==> src/rtl/resistor_capacitor_high_pass_filter.sv <==
// RC high-pass (capacitor-coupling) stage: y[n] = ALPHA*(y[n-1] + x[n] - x[n-1]),
// one sequential 17-step shift-add multiply per audio sample.
module resistor_capacitor_high_pass_filter #(
  parameter int     SAMPLE_RATE  = 48000,
  parameter longint R            = 47000,
  parameter longint C_35_SHIFTED = 1615
) (
  input  logic               clk,
  input  logic               reset_n,
  input  logic               audio_clk_en,
  input  logic signed [15:0] in,
  output logic signed [15:0] out,
  output logic               out_valid,
  output logic               busy,
  output logic               overrun
);

  localparam longint RC       = R * C_35_SHIFTED;
  localparam longint DT_35    = (64'sd1 <<< 35) / SAMPLE_RATE;
  localparam longint ALPHA_L  = (RC <<< 16) / (RC + DT_35);
  localparam logic [16:0] ALPHA_16 = ALPHA_L[16:0];
  localparam int     MUL_STEPS = 17;

  typedef enum logic [1:0] {IDLE, MULT, DONE} state_t;

  state_t             state_q, state_d;
  logic signed [15:0] out_q, out_d;
  logic signed [15:0] x_prev_q, x_prev_d;
  logic               out_valid_q, out_valid_d;
  logic               overrun_q, overrun_d;
  logic signed [34:0] mcand_q, mcand_d;
  logic        [16:0] mpr_q, mpr_d;
  logic signed [34:0] acc_q, acc_d;
  logic        [4:0]  cnt_q, cnt_d;

  logic signed [17:0] sum;
  logic signed [34:0] shr;

  always_ff @(posedge clk or negedge reset_n) begin
    if (!reset_n) begin
      state_q     <= IDLE;
      out_q       <= '0;
      x_prev_q    <= '0;
      out_valid_q <= 1'b0;
      overrun_q   <= 1'b0;
      mcand_q     <= '0;
      mpr_q       <= '0;
      acc_q       <= '0;
      cnt_q       <= '0;
    end else begin
      state_q     <= state_d;
      out_q       <= out_d;
      x_prev_q    <= x_prev_d;
      out_valid_q <= out_valid_d;
      overrun_q   <= overrun_d;
      mcand_q     <= mcand_d;
      mpr_q       <= mpr_d;
      acc_q       <= acc_d;
      cnt_q       <= cnt_d;
    end
  end

  // 18 bits holds the full-scale range of out + in - x_prev without wrap.
  assign sum = {{2{out_q[15]}}, out_q} + {{2{in[15]}}, in} - {{2{x_prev_q[15]}}, x_prev_q};
  assign shr = acc_q >>> 16;

  always_comb begin
    state_d     = state_q;
    out_d       = out_q;
    x_prev_d    = x_prev_q;
    out_valid_d = 1'b0;
    overrun_d   = overrun_q;
    mcand_d     = mcand_q;
    mpr_d       = mpr_q;
    acc_d       = acc_q;
    cnt_d       = cnt_q;

    if (audio_clk_en && state_q != IDLE) overrun_d = 1'b1;

    case (state_q)
      IDLE: begin
        if (audio_clk_en) begin
          x_prev_d = in;
          mcand_d  = {{17{sum[17]}}, sum};
          mpr_d    = ALPHA_16;
          acc_d    = '0;
          cnt_d    = '0;
          state_d  = MULT;
        end
      end
      MULT: begin
        if (mpr_q[0]) acc_d = acc_q + mcand_q;
        mcand_d = mcand_q <<< 1;
        mpr_d   = mpr_q >> 1;
        cnt_d   = cnt_q + 5'd1;
        if (cnt_q == 5'(MUL_STEPS - 1)) state_d = DONE;
      end
      DONE: begin
        // Floor shift first, clip afterwards; the product itself never overflows.
        if (shr > 35'sd32767)       out_d = 16'sh7fff;
        else if (shr < -35'sd32768) out_d = 16'sh8000;
        else                        out_d = shr[15:0];
        out_valid_d = 1'b1;
        state_d     = IDLE;
      end
      default: state_d = IDLE;
    endcase
  end

  assign out       = out_q;
  assign out_valid = out_valid_q;
  assign overrun   = overrun_q;
  assign busy      = (state_q != IDLE);

endmodule
==> config.mk <==
export PLATFORM = sky130hd
export DESIGN_NAME = resistor_capacitor_high_pass_filter
export DESIGN_NICKNAME = d
export VERILOG_FILES = /design/src/rtl/resistor_capacitor_high_pass_filter.sv
export SDC_FILE = /design/constraint.sdc
export NUM_CORES = 1
export LEC_CHECK = 0
export CORE_ASPECT_RATIO = 2
export CORE_MARGIN = 2
export CORE_UTILIZATION = 56
export DETAILED_ROUTE_END_ITERATION = 10
export GPL_TIMING_DRIVEN = 0
export PLACE_DENSITY = 0.77
export SLEW_MARGIN = 10
export SYNTH_ARGS = -nofsm -noshare
export SYNTH_HDL_FRONTEND = slang
export SYNTH_SLANG_ARGS = --single-unit
==> constraint.sdc <==
create_clock -name clk -period 2.7 [get_ports clk]
set_input_delay 0.54 -clock clk [delete_from_list [all_inputs] [get_ports clk]]
set_output_delay 0.54 -clock clk [all_outputs]
set_load 0.05 [all_outputs]
# Word level (Yosys, flattened, before mapping)
# Cells that the tools add are included.
dict set report word_totals {
  mem_bits_rw 0
  mem_count 0
  rom_bits 0
  latch_bits 0
  out_inout_bits 19
  register_bits 128
  elab_cells 44
}
dict set report op_classes {
  shift 0
  mul 0
  addsub 4
  eq_ne 6
  muxes 15
  n_bitwise 0
  magnitude_cmp 2
  div 0
  reduce_logical 8
}
# cell count
set ops {}
lappend ops {{case mux 35 bit (2 select lines)} 2}
lappend ops {{two-way mux 35 bit} 3}
lappend ops {{adder 35 bit} 1}
lappend ops {{case mux 17 bit (2 select lines)} 1}
lappend ops {{two-way mux 16 bit} 2}
lappend ops {{greater-than comparator 19 x 16 -> 1 bit, second input constant} 1}
lappend ops {{less-than comparator 19 x 16 -> 1 bit, second input constant} 1}
lappend ops {{subtractor 17 x 16 -> 18 bit} 1}
lappend ops {{adder 16 x 16 -> 17 bit} 1}
lappend ops {{two-way mux 17 bit} 1}
lappend ops {{case mux 5 bit (2 select lines)} 1}
lappend ops {{!= test 2 bit, second input constant} 3}
lappend ops {{AND reduction 2 bit} 3}
lappend ops {{adder 5 x 1 -> 5 bit, second input constant} 1}
lappend ops {{== test 5 bit, second input constant} 1}
lappend ops {{two-way mux 5 bit} 1}
lappend ops {{two-way mux 2 bit} 2}
lappend ops {{case mux 2 bit (2 select lines)} 1}
lappend ops {{nonzero test 2 bit} 2}
lappend ops {{AND reduction 3 bit} 1}
lappend ops {{== test 2 x 1 -> 1 bit, second input constant} 1}
lappend ops {{== test 2 bit, second input constant} 1}
lappend ops {{zero test 2 bit} 1}
lappend ops {{logical AND 1 bit} 1}
lappend ops {{two-way mux 1 bit} 1}

# Depth between registers and ports, before layout
# Gate-level depths: netlist (run 1).
dict set report depth {
  ltp_word 4
  depth_mapped 14
  ltp_nobuf 14
}

# Least setup slack after synthesis (run 1)
# Ideal clock, no wire load.
dict set report synth_path {
  path_kind {reg-to-reg}
  startpoint {register out_q[6], in the netlist out[6]}
  endpoint {register mcand_q[23]}
  path_buffers 2
  arrival_time_ps 3233
  setup_ps 69
  path_stages_with_launch 15
  slack_ps -602
  cell_sequence {dfrtp_1 > inv_1 > fa_1 > inv_1 > ha_1 > a2111oi_2 > o21ai_1 > a31oi_1 > o21bai_1 > a211oi_1 > o21ai_0 > a21o_1 > buf_2 > buf_6 > nand3_1}
}
dict set report synth_via {
  elab_chain_len 4
}
# element line
set synth_lines {}
lappend synth_lines {{from (decl)} 27} ;# logic signed [15:0] out_q, out_d;
lappend synth_lines {{from (signal assigned)} 52} ;# out_q <= out_d;
lappend synth_lines {{adder 16 x 16 -> 17 bit} 64} ;# assign sum = {{2{out_q[15]}}, out_q} + {{2{in[15]}}, in} - {{2{x_prev_q[15]}}, x_prev_q};
lappend synth_lines {{subtractor 17 x 16 -> 18 bit} 64}
lappend synth_lines {{two-way mux 35 bit} 82} ;# if (audio_clk_en) begin
lappend synth_lines {{case mux 35 bit (2 select lines)} 80} ;# case (state_q)
lappend synth_lines {{to (signal assigned)} 56} ;# mcand_q <= mcand_d;
lappend synth_lines {{to (decl)} 31} ;# logic signed [34:0] mcand_q, mcand_d;
# No other way between the ends. The select of a mux whose other input is x is not followed.
# A chain may end at the register's enable or synchronous reset.

# Final worst setup path (run 1)
dict set report layout_path {
  startpoint {register out_q[6], in the netlist out[6]}
  endpoint {register mcand_q[15]}
}
# Same word-level chain as after synthesis.

==> results.sh, run 1 <==
export IMPL_hold_class="in2async"
export IMPL_dp_hpwl_um=18000
export IMPL_synth_edf_count=0
export IMPL_fin_worst_skew_ns=0.0130
export IMPL_synth_avg_cell_area_sq_um=8.73
export IMPL_finalMaxSlewViolations=0
export IMPL_setup_ws_ns=-0.366
export IMPL_design_area_sq_um=10500
export IMPL_min_period_ns=3.07
export IMPL_synthesis_nets=1023
export IMPL_port_buffers=37
export IMPL_yosys_register_bits=127
export IMPL_synth_main_ff_cell="dfrtp_1"
export IMPL_violations="setup timing"
export IMPL_clock_latency_ns=0.44
export IMPL_coreArea_sq_um=14300
export IMPL_fin_crit_sh_pct=114
export IMPL_worstPathMaxFanout=4
export IMPL_ios=38
export IMPL_cp_required_ns=3.01
export IMPL_clkTransAtPathRegs_ns=0.06
export IMPL_cts_path_max_buffers=2
export IMPL_drt_iter0_drc=446
export IMPL_route_detailed_drc=0
export IMPL_relSlewSlack_pct=46.1
export IMPL_start_kind="flop"
export IMPL_cap_violations=0
export IMPL_fin_hold_ws_ns=0.0534
export IMPL_synthCells=933
export IMPL_routed_wl_um=25600
export IMPL_cts_tree="yes"
export IMPL_cp_end_kind="flop"
export IMPL_synth_yosys_seq_area_share_pct=39.0
export IMPL_grt_overflow_total=0
export IMPL_clockRootBuffer="clkbuf_16"
export IMPL_grt_max_degree=75
export IMPL_numCtsBuffers=17
export IMPL_cts_sinks=127
export IMPL_fmax_mhz=326
export IMPL_first_global_vias=7978
export IMPL_via_count=7681
export IMPL_nets=1119
export IMPL_grt_usage_pct=32.8
export IMPL_synth_area_sq_um=8150
export IMPL_antenna_found_initial=2
export IMPL_yosysWarnings=0
export IMPL_cpPeakStageDelay_ns=0.55
export IMPL_crit_chain="inv_2 -> fa_1 -> inv_2 -> ha_4 -> buf_4 -> a21oi_2 -> nand2_2 -> a31oi_4 -> o21bai_4 -> o221a_4 -> mux2i_1 -> a31oi_1 -> a221o_1"
export IMPL_crit_type="reg2reg"
export IMPL_cts_hold_buf=0
export IMPL_die_area_sq_um=15600
export IMPL_num_rows=62
export IMPL_tightestPinTransition_ns=0.808
export IMPL_start_util_pct=57.1
export IMPL_critical_path_arrival_ns=3.38
export IMPL_vias_per_cell=6.22
export IMPL_area_growth_pct=28.8
export IMPL_hold_violations=0
export IMPL_die_width_um=89.3
export IMPL_first_pass_iters=5
export IMPL_antenna_left=0
export IMPL_place_area_sq_um=9000
export IMPL_drive_above_1_share_pct=22.3
export IMPL_critical_path_slowest_cell="fa_1"
export IMPL_avgRoutedWirePerCell_um=20.7
export IMPL_ys_async_sr_fraction_pct=100
export IMPL_dieHeight_um=175
export IMPL_setup_viol=25
export IMPL_htreeDepth=4
export IMPL_ys_types=65
export IMPL_status="finished with violations"
export IMPL_rsz0062_at_grt="yes"
export IMPL_crit_path_frequent_cell="inv_2"
export IMPL_gp_routability_congestion=1.01
export IMPL_grt_pass1_wl_um=38700
registers in the layout, summed over array words and instances, names as in the netlist:
signal,flops
x_prev_q,16
cnt_q,5
out_valid,1
mcand_q,35
mpr_q,16
overrun,1
state_q,2
acc_q,35
out,16
path summary, 6_finish.rpt:
kind / slack [ns] / start / end / cells after the start
min in group clk: 0.44 / in[8] / x_prev_q[8]$_DFFE_PN0P_ / 3
max reg2reg: -0.37 / out[6]$_DFFE_PN0P_ / mcand_q[15]$_DFFE_PN0P_ / 13
max in group asynchronous: 1.86 / reset_n / out[2]$_DFFE_PN0P_ / 2
min: 0.05 / reset_n / x_prev_q[13]$_DFFE_PN0P_ / 1
min reg2reg: 0.47 / overrun$_DFFE_PN0P_ / overrun$_DFFE_PN0P_ / 1
max: -0.37 / out[6]$_DFFE_PN0P_ / mcand_q[15]$_DFFE_PN0P_ / 13
cells in the mapped netlist (all sizes together) (2+ instances only):
library cell	n	area [sq um]
nor3	11	55.1
a22oi	9	67.6
o221a	2	22.5
o21ai	126	634
xor2	17	149
o41ai	2	17.5
a41oi	2	25.0
or3	4	25.0
a22o	5	43.8
a311o	2	20.0
a21o	18	136
nand3	48	240
a221oi	2	17.5
nand4	15	93.8
dfrtp	127	3180
ha	54	676
o21a	9	67.6
and3	5	31.3
clkbuf	34	131
a31oi	9	62.6
nand2b	12	75.1
fa	17	340
inv	79	297
or3b	2	17.5
nand2	109	412
nor2	50	188
o21bai	9	67.6
a211o	2	17.5
o31ai	4	35.0
a221o	4	40.0
a2111oi	2	42.5
o211ai	4	40.0
a211oi	8	65.1
nor2b	9	56.3
xnor2	19	166
o31a	3	26.3
and2	9	56.3
a21oi	64	320
mux2i	3	30.0
buf	11	53.8
area by class of cell:
| class | instances | area [sq um] |
|---|---|---|
| multi-input combinational | 682 | 5190 |
| fill | 1022 | 3780 |
| sequential | 127 | 3200 |
| timing repair buffer | 88 | 818 |
| clock buffer | 22 | 464 |
| inverter | 79 | 297 |
| tap | 192 | 240 |
| buffer | 34 | 164 |
| clock inverter | 10 | 114 |
| antenna | 1 | 2.50 |
timing repair:
item / CTS / global route
gates cloned: 0 / 1
setup endpoints to repair: 39 / 59
buffers inserted: 20 / 30
resized for setup: 69 / 69
pin swaps: 31 / 46
per-layer routing:
layer  vias to the layer above  global-route usage (%)  share of wire, %  wire (um)
met5                         -                       0                 0          0
met3                       156                    6.74               5.2       1320
met4                         0                    23.1               8.7       2220
li1                       3466                       -                 -          -
met1                      3719                    31.6                32       8290
met2                       340                    58.7                54      13700
through the flow:
stage / setup slack [ns] / TNS (ns) / std cells / utilization [%]
2_1_floorplan: -0.268 / -3.73 / 933 / -
3_3_place_gp: -4.41 / -529.87 / 1162 / 62.8
3_5_place_dp: -1.17 / -29.47 / 1163 / 63.0
4_1_cts: -0.345 / -5.51 / 1209 / 69.9
5_1_grt: -0.441 / -8.53 / 1234 / 73.5
6_report: -0.366 / -6.61 / 1235 / 73.5
cell usage in the layout, fill, tap and decap left out, drive strengths merged, types with 5 or more instances in the layout:
cell type      instances
clkbuf                48
nand3                 48
inv                   79
a31oi                  9
buf                   60
a22oi                  9
o21a                   9
ha                    54
a211oi                 8
fa                    17
o21ai                126
dfrtp                127
nor2b                  9
xnor2                 19
a22o                   5
nor3                  11
nand2                109
o21bai                 9
a21oi                 64
xor2                  17
and2                   9
clkdlybuf4s50         28
nor2                  50
and3                   5
a21o                  18
nand2b                12
nand4                 15
dlygate4sd2            5
worst max-delay path, delay by kind of cell (launching register included):
family,cells,cell delay (ns)
compound gates,6,1.23
simple gates,1,0.13
fa+ha+maj,2,0.80
flops,1,0.37
buf+inv,3,0.27
mux,1,0.15
kinds of logic (layout without fill, tap and decap cells):
logic type | count (synthesis) | in the layout | synth area share, %
multiplexers | 4 | 4 | 0.507
other | 0 | 1 | 0
AND/OR/NAND/NOR | 281 | 281 | 16.0
adder cells (fa/ha/maj) | 71 | 71 | 12.5
buffers and inverters | 124 | 233 | 5.91
XOR/XNOR | 36 | 36 | 3.87
AO/OA/AOI/OAI | 290 | 290 | 22.2
flip-flops | 127 | 127 | 39.0
Power of run 1 is left out: the tool's default activity adds up to more than one toggle a clock period on the data nets, which glitch-free logic cannot reach.
==> run 2, diff against run 1 <==
==> constraint.sdc (replaced) <==
create_clock -name clk -period 2.7 [get_ports clk]
set_input_delay 0.27 -clock clk [delete_from_list [all_inputs] [get_ports clk]]
set_output_delay 0.27 -clock clk [all_outputs]
set_load 0.05 [all_outputs]
==> run 2 against run 1 <==
  * The run still ends with setup timing left
  * Global-route usage up 0.13 points
  * Count of clock-buffer cells in the layout fell by 3
  * Register-to-register slack better by 0.08 ns
  * Flip-flop and latch count did not move
  * Cell area shrank 0.49%
  * Non-clock buffer count is 11 lower
  * Maximum frequency increased by 2.6%
  * Critical path depth unchanged
  * Wire length decreased by 2.1%
  * Critical endpoint is now mcand_q[18]$_DFFE_PN0P_
==> results.sh, run 2 (synthesized netlist as in run 1, its figures left out) <==
export IMPL_cp_depth=13
export IMPL_cts_tree="yes"
export IMPL_relSlewSlack_pct=52.0
export IMPL_start_kind="flop"
export IMPL_htreeDepth=4
export IMPL_clkTransAtPathRegs_ns=0.06
export IMPL_coreArea_sq_um=14300
export IMPL_grt_max_degree=73
export IMPL_cpPeakStageDelay_ns=0.51
export IMPL_grt_usage_pct=32.9
export IMPL_setup_viol=26
export IMPL_finalMaxSlewViolations=0
export IMPL_clockRootBuffer="clkbuf_16"
export IMPL_r2r_cells=13
export IMPL_critical_path_slowest_cell="fa_1"
export IMPL_drt_met1_wl_um=8290
export IMPL_hold_violations=0
export IMPL_cp_required_ns=3.07
export IMPL_avgRoutedWirePerCell_um=20.5
export IMPL_top_regs="acc_q x35, mcand_q x35"
export IMPL_dr_wl_met3_um=1090
export IMPL_vias_per_cell=6.19
export IMPL_r2r_slack_ns=-0.29
export IMPL_top_layer="met4"
export IMPL_tightestPinTransition_ns=0.720
export IMPL_num_rows=62
export IMPL_crit_reg2reg_launch="out[8]$_DFFE_PN0P_"
export IMPL_grt_overflow_total=0
export IMPL_min_period_ns=2.99
export IMPL_fin_hold_ws_ns=0.376
export IMPL_cts_sinks=127
export IMPL_cap_violations=0
export IMPL_first_pass_iters=7
export IMPL_status="finished with violations"
export IMPL_fmax_mhz=335
export IMPL_grt_pass1_wl_um=38500
export IMPL_crit_path_frequent_cell="inv_1"
export IMPL_final_common_cell="dfrtp_1"
export IMPL_dp_hpwl_um=18000
export IMPL_antenna_found_initial=0
export IMPL_fin_crit_sh_pct=111
export IMPL_crit_chain="inv_1 -> fa_1 -> inv_1 -> ha_1 -> o21a_1 -> o21ai_0 -> o21bai_4 -> a211oi_2 -> o21ai_1 -> a21o_1 -> buf_8 -> buf_12 -> nand3_2"
export IMPL_die_width_um=89.3
export IMPL_routed_wl_um=25000
export IMPL_area_growth_pct=28.1
export IMPL_cp_end_kind="flop"
export IMPL_fillerInstances=1036
export IMPL_worstPathMaxFanout=7
export IMPL_port_buffers=37
export IMPL_critical_path_arrival_ns=3.36
export IMPL_met2_length_um=13400
export IMPL_nets=1108
export IMPL_die_area_sq_um=15600
export IMPL_layout_common_cells="112 x dfrtp_1, 106 x nand2_1, 105 x o21ai_0, 67 x inv_1, 57 x a21oi_1"
export IMPL_setup_ws_ns=-0.289
export IMPL_via_count=7569
export IMPL_start_util_pct=57.1
export IMPL_clock_latency_ns=0.44
export IMPL_first_global_vias=7798
export IMPL_antenna_left=0
export IMPL_r2r_end="mcand_q[18]$_DFFE_PN0P_"
export IMPL_hold_class="in2async"
export IMPL_ios=38
export IMPL_rsz0062_at_grt="yes"
export IMPL_drive_above_1_share_pct=20.2
export IMPL_critPathBufInv=4
export IMPL_crit_type="reg2reg"
export IMPL_drt_iter0_drc=425
export IMPL_critPathTopFamily="compound AO/OA/AOI/OAI gates"
export IMPL_violations="setup timing"
export IMPL_dieHeight_um=175
export IMPL_route_detailed_drc=0
export IMPL_cts_path_max_buffers=2
export IMPL_numCtsBuffers=17
export IMPL_antenna_cells=0
export IMPL_fin_worst_skew_ns=0.00545
export IMPL_gp_routability_congestion=0.987
[run 2: cell types whose count changed in the layout (fill, tap and decap cells not counted), moves of 4 or more]
cell and change:
inv_1 +12, ha_1 +6, dlygate4sd2_1 -5, clkdlybuf4s50_1 +8, a21oi_1 +4, a21oi_2 -6, inv_2 -12, buf_4 -8
[run 2: worst max-delay path by stage]
stage,startpoint,endpoint,slack (ns)
after floorplan,out[6]$_DFFE_PN0P_,mcand_q[15]$_DFFE_PN0P_,-0.20
after global placement,reset_n,out[3]$_DFFE_PN0P_,-4.12
after detailed placement,in[6],mcand_q[23]$_DFFE_PN0P_,-0.90
after CTS,x_prev_q[6]$_DFFE_PN0P_,mcand_q[19]$_DFFE_PN0P_,-0.25
after global routing,out[8]$_DFFE_PN0P_,mcand_q[25]$_DFFE_PN0P_,-0.38
final,out[8]$_DFFE_PN0P_,mcand_q[18]$_DFFE_PN0P_,-0.29
[run 2: stage by stage]
stage | setup TNS, ns | instances | util, % | instance area, sq um | setup WS, ns
2_1_floorplan | -2.53 | 933 | - | 8370 | -0.203
3_3_place_gp | -485.82 | 1162 | 62.9 | 8980 | -4.12
3_5_place_dp | -20.55 | 1163 | 63.1 | 9010 | -0.898
4_1_cts | -4.84 | 1202 | 70.1 | 10000 | -0.251
5_1_grt | -8.55 | 1223 | 73.1 | 10400 | -0.376
6_report | -6.09 | 1223 | 73.1 | 10400 | -0.289
[run 2: repair_timing]
action                                  4_1_cts  5_1_grt
setup buffers                                16       24
resized for setup                            55       56
endpoints found under the setup margin       35       45
endpoints found under the hold margin        55        0
hold buffers                                  1        0
pin swaps                                    18       29
[run 2: cell type report]
class | instances | area (sq um) | area share, %
Multi-Input combinational cell | 682 | 5200 | 49.8
Sequential cell | 127 | 3200 | 30.6
Inverter | 79 | 297 | 2.84
Timing Repair Buffer | 77 | 711 | 6.81
Buffer | 34 | 164 | 1.57
Tap cell | 192 | 240 | 2.30
Clock inverter | 13 | 185 | 1.77
Clock buffer | 19 | 443 | 4.24
[run 2: per-layer routing]
metal  vias up  global-route usage, %
met1      3735                   31.9
met3       129                   5.75
met2       269                   58.1
li1       3436                      -
met4         0                   25.8
met5         -                      0
Power of run 2 is left out for the same reason.
